$ cat src/rtl/one_unit_w_decision_if.sv
// Bus between the one-unit update datapath, the seed programmer and the
// weight-decision stage: seed bank writes, the update handshake and the
// decision outputs.
interface one_unit_w_decision_if #(
  parameter int N      = 4,
  parameter int W      = 26,
  parameter int ITER_W = 8
);
  localparam int AW = (N * N > 1) ? $clog2(N * N) : 1;

  logic                 start;
  logic                 seed_we;
  logic [AW-1:0]        seed_addr;
  logic [W-1:0]         seed_data;
  logic                 in_valid;
  logic                 in_ready;
  logic [N*N*W-1:0]     iw_flat;
  logic [N*N*W-1:0]     ow_flat;
  logic [ITER_W-1:0]    iter_cnt;
  logic                 done;
  logic                 converged;
  logic                 timeout;

  modport master (
    output start, seed_we, seed_addr, seed_data, in_valid, iw_flat,
    input  in_ready, ow_flat, iter_cnt, done, converged, timeout
  );

  modport slave (
    input  start, seed_we, seed_addr, seed_data, in_valid, iw_flat,
    output in_ready, ow_flat, iter_cnt, done, converged, timeout
  );
endinterface

$ cat src/rtl/one_unit_w_decision.sv
// FastICA one-unit weight-decision stage: holds the separating matrix W,
// reloads it from a programmable seed bank on start, accepts updated
// matrices and decides continue / converged / iteration-timeout.
module one_unit_w_decision #(
  parameter int N        = 4,
  parameter int W        = 26,
  parameter int FRAC     = 13,
  parameter int TOL      = 8,
  parameter int MAX_ITER = 255,
  parameter int ITER_W   = 8
) (
  input logic                   clk_b,
  input logic                   rstn_b,
  one_unit_w_decision_if.slave  bus
);
  localparam int NE = N * N;
  localparam int AW = (NE > 1) ? $clog2(NE) : 1;
  localparam int DW = W + 1;
  localparam logic [ITER_W-1:0] MAX_CNT = ITER_W'(MAX_ITER);
  localparam logic [DW-1:0]     TOL_V   = DW'(TOL);

  typedef enum logic [2:0] {IDLE, SEED, RUN, DECIDE, DONE} state_t;

  state_t              state;
  state_t              next_state;
  logic [W-1:0]        seed_bank [NE];
  logic [NE*W-1:0]     seed_flat;
  logic [NE*W-1:0]     ow;
  logic [ITER_W-1:0]   iter;
  logic                conv_flag;
  logic                done_r;
  logic                conv_r;
  logic                tmo_r;
  logic                in_ready_c;
  logic                accept;
  logic                addr_ok;
  logic                conv_now;
  logic [W-1:0]        nv;
  logic [W-1:0]        ov;
  logic [DW-1:0]       diff;
  logic [DW-1:0]       mag;

  // Address range check only matters when N*N is not a power of two.
  if (NE == (1 << AW)) begin : g_addr_full
    assign addr_ok = 1'b1;
  end else begin : g_addr_part
    assign addr_ok = (bus.seed_addr < AW'(NE));
  end

  // start wins over a same-cycle accept: the update is discarded.
  assign accept = in_ready_c & bus.in_valid & ~bus.start;

  // Seed bank: identity after reset, writable in any state.
  always_ff @(posedge clk_b or negedge rstn_b) begin
    if (!rstn_b) begin
      for (int unsigned i = 0; i < NE; i++) begin
        seed_bank[i] <= ((i / N) == (i % N)) ? (W'(1) << FRAC) : '0;
      end
    end else if (bus.seed_we && addr_ok) begin
      seed_bank[bus.seed_addr] <= bus.seed_data;
    end
  end

  // Flatten the seed bank into the ow_flat packing.
  always_comb begin
    seed_flat = '0;
    for (int unsigned i = 0; i < NE; i++) begin
      seed_flat[i*W +: W] = seed_bank[i];
    end
  end

  // Element-wise |new - old| <= TOL on W+1 bits so extremes never wrap.
  always_comb begin
    conv_now = 1'b1;
    nv       = '0;
    ov       = '0;
    diff     = '0;
    mag      = '0;
    for (int unsigned i = 0; i < NE; i++) begin
      nv   = bus.iw_flat[i*W +: W];
      ov   = ow[i*W +: W];
      diff = {nv[W-1], nv} - {ov[W-1], ov};
      mag  = diff[W] ? (-diff) : diff;
      if (mag > TOL_V) begin
        conv_now = 1'b0;
      end
    end
  end

  // State register.
  always_ff @(posedge clk_b or negedge rstn_b) begin
    if (!rstn_b) begin
      state <= IDLE;
    end else begin
      state <= next_state;
    end
  end

  // Next-state logic.
  always_comb begin
    next_state = state;
    case (state)
      IDLE:    if (bus.start) next_state = SEED;
      SEED:    next_state = RUN;
      RUN: begin
        if (bus.start)   next_state = SEED;
        else if (accept) next_state = DECIDE;
      end
      DECIDE: begin
        if (bus.start)                        next_state = SEED;
        else if (conv_flag || (iter == MAX_CNT)) next_state = DONE;
        else                                  next_state = RUN;
      end
      DONE:    if (bus.start) next_state = SEED;
      default: next_state = IDLE;
    endcase
  end

  // Output logic: the handshake is open only while iterating.
  always_comb begin
    in_ready_c = 1'b0;
    if (state == RUN) begin
      in_ready_c = 1'b1;
    end
  end

  // Datapath: seed reload, update capture and decision flags.
  always_ff @(posedge clk_b or negedge rstn_b) begin
    if (!rstn_b) begin
      ow        <= '0;
      iter      <= '0;
      conv_flag <= 1'b0;
      done_r    <= 1'b0;
      conv_r    <= 1'b0;
      tmo_r     <= 1'b0;
    end else begin
      case (state)
        SEED: begin
          ow        <= seed_flat;
          iter      <= '0;
          conv_flag <= 1'b0;
          done_r    <= 1'b0;
          conv_r    <= 1'b0;
          tmo_r     <= 1'b0;
        end
        RUN: begin
          if (accept) begin
            ow        <= bus.iw_flat;
            iter      <= iter + 1'b1;
            conv_flag <= conv_now;
          end
        end
        DECIDE: begin
          if (!bus.start) begin
            if (conv_flag) begin
              done_r <= 1'b1;
              conv_r <= 1'b1;
            end else if (iter == MAX_CNT) begin
              done_r <= 1'b1;
              tmo_r  <= 1'b1;
            end
          end
        end
        default: ;
      endcase
    end
  end

  assign bus.in_ready  = in_ready_c;
  assign bus.ow_flat   = ow;
  assign bus.iter_cnt  = iter;
  assign bus.done      = done_r;
  assign bus.converged = conv_r;
  assign bus.timeout   = tmo_r;

endmodule

$ cat src/flat_wrapper.sv
// flat-port wrapper written by rule: the top's interface ports become plain ports
module one_unit_w_decision_flat 
#(
  parameter int N        = 4,
  parameter int W        = 26,
  parameter int FRAC     = 13,
  parameter int TOL      = 8,
  parameter int MAX_ITER = 255,
  parameter int ITER_W   = 8
)
  (clk_b, rstn_b, bus_start, bus_seed_we, bus_seed_addr, bus_seed_data, bus_in_valid, bus_iw_flat, bus_in_ready, bus_ow_flat, bus_iter_cnt, bus_done, bus_converged, bus_timeout);
  one_unit_w_decision_if #(.N(N), .W(W), .ITER_W(ITER_W)) bus_i ();
  input logic clk_b;
  input logic rstn_b;
  input wire logic [$bits(bus_i.start)-1:0] bus_start;
  input wire logic [$bits(bus_i.seed_we)-1:0] bus_seed_we;
  input wire logic [$bits(bus_i.seed_addr)-1:0] bus_seed_addr;
  input wire logic [$bits(bus_i.seed_data)-1:0] bus_seed_data;
  input wire logic [$bits(bus_i.in_valid)-1:0] bus_in_valid;
  input wire logic [$bits(bus_i.iw_flat)-1:0] bus_iw_flat;
  output wire logic [$bits(bus_i.in_ready)-1:0] bus_in_ready;
  output wire logic [$bits(bus_i.ow_flat)-1:0] bus_ow_flat;
  output wire logic [$bits(bus_i.iter_cnt)-1:0] bus_iter_cnt;
  output wire logic [$bits(bus_i.done)-1:0] bus_done;
  output wire logic [$bits(bus_i.converged)-1:0] bus_converged;
  output wire logic [$bits(bus_i.timeout)-1:0] bus_timeout;
  assign bus_i.start = bus_start;
  assign bus_i.seed_we = bus_seed_we;
  assign bus_i.seed_addr = bus_seed_addr;
  assign bus_i.seed_data = bus_seed_data;
  assign bus_i.in_valid = bus_in_valid;
  assign bus_i.iw_flat = bus_iw_flat;
  assign bus_in_ready = bus_i.in_ready;
  assign bus_ow_flat = bus_i.ow_flat;
  assign bus_iter_cnt = bus_i.iter_cnt;
  assign bus_done = bus_i.done;
  assign bus_converged = bus_i.converged;
  assign bus_timeout = bus_i.timeout;
  one_unit_w_decision #(.N(N), .W(W), .FRAC(FRAC), .TOL(TOL), .MAX_ITER(MAX_ITER), .ITER_W(ITER_W)) u_core (.clk_b(clk_b), .rstn_b(rstn_b), .bus(bus_i));
endmodule
$ cat config.mk
export PLATFORM = sky130hd
export DESIGN_NAME = one_unit_w_decision_flat
export DESIGN_NICKNAME = d
export VERILOG_FILES = /design/src/rtl/one_unit_w_decision_if.sv /design/src/rtl/one_unit_w_decision.sv /design/src/flat_wrapper.sv
export SDC_FILE = /design/constraint.sdc
export NUM_CORES = 2
export LEC_CHECK = 0
export ABC_AREA = 1
export BUFFER_PORTS_ARGS = -buffer_cell sky130_fd_sc_hd__buf_2
export CORE_MARGIN = 1
export CORE_UTILIZATION = 45
export CTS_BUF_LIST = sky130_fd_sc_hd__clkbuf_2
export DETAILED_ROUTE_END_ITERATION = 10
export PLACE_DENSITY = 0.67
export SYNTH_ARGS = -nofsm -noshare
export SYNTH_HDL_FRONTEND = slang
export SYNTH_SLANG_ARGS = --single-unit
export TNS_END_PERCENT = 100
$ cat constraint.sdc
create_clock -name clk_b -period 2.8 [get_ports clk_b]
set_input_delay 0.14 -clock clk_b [delete_from_list [all_inputs] [get_ports clk_b]]
set_output_delay 0.14 -clock clk_b [all_outputs]
set_load 0.01 [all_outputs]
==> results of run 1 <==
==> per-layer routing <==
layer  track usage  overflow
met1         0.716        42
met2         0.869       399
met3         0.431        37
met4         0.577       211
met5         0.230         5
==> through the flow <==
stage	TNS, ns	worst slack (ns)	util	area (um^2)	instances
2_1_floorplan	-0.343	-0.343	-	77100	12500
3_3_place_gp	-1.34	-1.34	0.639	108000	18500
3_5_place_dp	-1.39	-1.39	0.639	108000	18500
4_1_cts	-8.82	-0.999	0.750	127000	20400
==> Yosys cell counts (all sizes together) <==
cell type	instances	area (um^2)
fa	16	320
dfstp	4	105
o311ai	1	8.76
nor2	1054	4110
ha	433	5420
nor4	4	25.0
nor3	107	561
a31oi	3	18.8
o221ai	52	455
o211ai	372	2790
nand3	1329	6770
a221oi	2	17.5
buf	56	355
clkbuf	289	1080
nand2	4249	16200
xor2	142	1260
and3	3	18.8
dfrtp	843	21100
o22ai	5	31.3
nand4	259	1660
inv	1870	7020
o31ai	2	15.0
a21boi	3	22.5
a21o	17	128
nand3b	99	747
o21a	14	105
a211oi	6	45.0
or2	13	81.3
o2111ai	1	8.76
o21ai	707	3540
xnor2	57	537
a32o	2	20.0
o21bai	17	128
and2	16	103
a21oi	443	2270
==> cells by family after synthesis <==
logic type	Yosys count
AOI/OAI and AO/OA	1647
xor gates and xnor gates	199
adders and majority gates	449
buffers and inverters	2215
DFF	847
and+or+nand+nor	7133
==> what timing repair did <==
action,in CTS
pin swaps,17
endpoints found under the setup margin,242
buffers inserted,141
gates resized for setup,470
hold buffers,1444
hold endpoints to repair,1694
==> qor.txt, run 1 <==
Stopped at = global routing (5_1_grt)
Mean Syn Cell Area = 6.17 um^2
Post-synth cell types = 54
GRT Total Usage = 0.666
Post-synthesis xor/xnor area fraction = 0.0233
Compound-Gate Fraction of Synth Area = 0.125
Global-route wire length before repair = 870,000 um
Synthesized Nets = 13,400
Status = stopped before the end
Number of global-route vias before repair = 131,000
Io pins = 879
CTS Buffer Depth = 3
Synthesis warning total = 0
CTS Buf Count = 232
Root Driver = clkbuf_2
Mapped cell area = 77,000 um^2
Largest net degree at the start of global routing = 143
Clock net sink count = 847
Flops & latches, synth = 847
Initial Util = 0.454
Sequential fraction of the synthesis area = 0.275
Final HPWL DP = 333,000 um
Mapped Cells = 12,500
Htree depth = 4
Port Buffers = 878
Global route overflow = 694
Post-synthesis mux area share = 0
Error = [ERROR GRT-0116] Global routing finished with congestion. Check the congestion regions in the DRC Viewer.
Post-Synth Simple-Gate Area = 0.393
RD Place Congestion = 1.13
Adder-Cell Fraction of Synth Area = 0.0745
Die H = 416 um
Largest family of logic cells by synthesized area = simple AND/OR/NAND/NOR gates
DIE WIDTH = 416 um
Row Count = 151
==> inputs of run 2 (changes only) <==
--- a/config.mk
+++ b/config.mk
@@ -8,10 +8,9 @@
 export ABC_AREA = 1
 export BUFFER_PORTS_ARGS = -buffer_cell sky130_fd_sc_hd__buf_2
 export CORE_MARGIN = 1
-export CORE_UTILIZATION = 45
-export CTS_BUF_LIST = sky130_fd_sc_hd__clkbuf_2
+export CORE_UTILIZATION = 30
 export DETAILED_ROUTE_END_ITERATION = 10
-export PLACE_DENSITY = 0.67
+export PLACE_DENSITY_LB_ADDON = 0.15
 export SYNTH_ARGS = -nofsm -noshare
 export SYNTH_HDL_FRONTEND = slang
 export SYNTH_SLANG_ARGS = --single-unit
==> constraint.sdc (replaced) <==
create_clock -name clk_b -period 3.64 [get_ports clk_b]
set_input_delay 0.182 -clock clk_b [delete_from_list [all_inputs] [get_ports clk_b]]
set_output_delay 0.182 -clock clk_b [all_outputs]
set_load 0.01 [all_outputs]
==> run 2 against run 1 <==
Net effect: the flow now finishes, with violations (negative setup slack); area after synthesis is the same; synthesized cell count is the same.
==> qor.txt, run 2 <==
Status = finished with violations (was stopped before the end)
Failing checks = negative setup slack
Remaining DRCs = 0
Post-route worst setup slack = -0.0779 ns
Fillers = 27,600
Root Driver = clkbuf_16 (was clkbuf_2)
CP top delay family = simple AND/OR/NAND/NOR gates
Global route overflow = 0
Max-cap check violation count = 0
Final HPWL DP = 338,000 um (was 333,000 um)
Worst EP required = 4.37 ns
Largest net degree at the start of global routing = 121
Period minus WS final = 3.72 ns
Buf/Inv on CP = 4
Cell with the most instances on the worst path = nand2_1
Hold Crit Class = input pin to flip-flop
Final core occ = 0.424
Synth area leader = dfrtp_1 (unchanged)
Top cells by count, synth = 4,165 x nand2_1, 1,851 x inv_1, 1,305 x nand3_1 (unchanged)
Initial Util = 0.303 (was 0.454)
Critical Path Fanout Max = 4
# setup viols final = 1
Async SR Flop Fraction = 1.00 (unchanged)
Pint = 47.8 mW
Die H = 509 um (was 416 um)
Core Area = 255,000 um^2
Synthesized Nets = 13,400 (unchanged)
Crit share post-route = 1.02
Worst ir drop on vdd = 0.601 mV
Synth area leaders = dfrtp_1 27%, nand2_1 20%, inv_1 9.0%, nand3_1 8.5%, ha_1 7.0% (unchanged)
Number of DRC markers in iteration 0 = 8,491
Leakage = 56.5 nW
Initial antenna violation count = 72
Number of global-route vias before repair = 87,900
Most frequent cell after synthesis = nand2_1 (unchanged)
RSZ-0062 raised after global routing = yes
Clk Latency, worst-skew pair = 0.79 ns
Sequential fraction of the synthesis area = 0.275 (unchanged)
Part of the power in registers = 0.137
Slowest-stage cell, CP = nor2_1
Max_slew headroom = 0.170
Mean Syn Cell Area = 6.17 um^2 (unchanged)
GRT Total Usage = 0.313
Leading cell type in the layout, fill and taps excluded = nand2_1
Final Hold Violating Endpoints = 0
Slew Limit Fails = 0
WS Path Type = flip-flop to flip-flop
CTS tree = yes
Post-synth cell types = 54 (unchanged)
CTS Buffer Depth = 3 (unchanged)
DRT antenna net count = 0
Htree depth = 3 (was 4)
Avg WL per Cell = 22.2 um
Tightest hold margin = 0.126 ns
Post-Place Cell Area = 97,400 um^2 (was 108,000 um^2)
CTS Buf Count = 105 (was 232)
Fin Setup TNS = -0.0779 ns
Main synth FF type = dfrtp_1 (unchanged)
DIE WIDTH = 509 um (was 416 um)
Clock transition at path regs = 0.08 ns
RD Place Congestion = 1.03 (was 1.13)
PwrDens = 949 nW/um^2
Port Buffers = 878 (unchanged)
Share of power burned in the clock network = 0.108
Number of synthesized flops with an enable pin = 0 (unchanged)
Combinational fraction of design power = 0.756
Post-synth top area share = 0.274 (unchanged)
CP startpoint kind = flip-flop
Mapped Cells = 12,500 (unchanged)
Fraction of layout cells with a size suffix above 1 = 0.225
Post-Route WL = 417,000 um
Row Count = 185 (was 151)
Fmax achieved = 269 MHz
CP peak stage delay = 0.38 ns
Synthesis warning total = 0 (unchanged)
Nets = 16,200
Syn-to-layout area delta = 40.2%
Io pins = 879 (unchanged)
Clock net sink count = 847 (unchanged)
Final instance area = 108,000 um^2
Worst-margin pin slew = 1.25 ns
Full die area = 259,000 um^2
Flops & latches, synth = 847 (unchanged)
Crit. End Element = flip-flop
Worst EP arrival = 4.45 ns
Drt via density = 4.99
Via count = 93,700
Setup Skew = 0.0378 ns
Global-route wire length before repair = 596,000 um
First-pass DRT Iterations = 6
Mapped cell area = 77,000 um^2 (unchanged)
Switching share of power = 0.534
Net load switching power = 54.7 mW
Commonest cells after routing, fill and taps aside = 4,065 x nand2_1, 1,799 x inv_1, 1,619 x buf_4
[run 2: power by group through the flow]
stage	registers, mW	clock network (mW)	logic [mW]
6_report	14.0	11.1	77.5
5_1_grt	14.3	11.6	83.8
4_1_cts	13.9	11.2	75.5
3_5_place_dp	14.1	0	73.4
3_3_place_gp	14.0	0	73.7
2_1_floorplan	14.6	0	35.6
[run 2: stage by stage]
step / cells / power (mW) / worst slack [ns]
final: 18800 / 103 / -0.0779
after global routing: 18800 / 110 / -0.322
after CTS: 18700 / 101 / -0.0643
after detailed placement: 18000 / 87.5 / -0.868
after global placement: 18000 / 87.7 / -0.922
after floorplan: 12500 / 50.2 / 0.464
[run 2: metal layers]
layer | up-vias | global-route usage | routed length [um]
li1 | 46000 | - | -
met1 | 43900 | 0.424 | 186000
met2 | 3214 | 0.498 | 186000
met3 | 566 | 0.0481 | 29000
met4 | 28 | 0.116 | 17100
met5 | - | 0 | 164
[run 2: area by class of cell]
class	count	area [um^2]	area share
Inverter	1870	7030	0.0651
Antenna cell	61	153	0.00141
Timing Repair Buffer	3036	22700	0.210
Tap cell	3366	4210	0.0390
Multi-Input combinational cell	9429	49300	0.456
Sequential cell	847	21200	0.196
Clock buffer	148	3000	0.0278
Clock inverter	44	504	0.00467
[run 2: what timing repair did]
item	4_1_cts	5_1_grt
pin swaps	98	112
gates resized for setup	221	316
setup endpoints to repair	1	1
hold endpoints to repair	800	0
cloned	0	1
hold buffers	462	0
buffers inserted	49	24
[run 2: path summary, 6_finish.rpt]
path / from / to / slack [ns] / depth (start not counted)
setup reg to reg: u_core.bus.ow_flat[349] / u_core.conv_flag / -0.08 / 25
setup / recovery: u_core.bus.ow_flat[349] / u_core.conv_flag / -0.08 / 25
min in group asynchronous: rstn_b / u_core.bus.ow_flat[9] / 0.23 / 3
hold reg to reg: u_core.seed_bank[209] / u_core.seed_bank[209] / 0.48 / 2
hold / removal: bus_seed_addr[2] / u_core.seed_bank[27] / 0.13 / 5
max in group asynchronous: rstn_b / u_core.seed_bank[1] / 2.61 / 3
[run 2: cells by family (layout without fill, tap and decap cells)]
| group | count (synthesis) | in the layout | share of synthesized area |
|---|---|---|---|
| simple gates | 7133 | 7134 | 0.393 |
| buf+inv | 2215 | 5098 | 0.110 |
| compound gates | 1647 | 1647 | 0.125 |
| flops | 847 | 847 | 0.275 |
| fa+ha+maj | 449 | 449 | 0.0745 |
| xor+xnor | 199 | 199 | 0.0233 |
| other cells | 0 | 61 | 0 |
[run 2: worst min-delay path, delay by kind of cell]
family / cells / cell delay, ns
simple gates: 3 / 0.44
compound gates: 1 / 0.06
buf+inv: 1 / 0.14
Power figures use the tool's default switching activity.
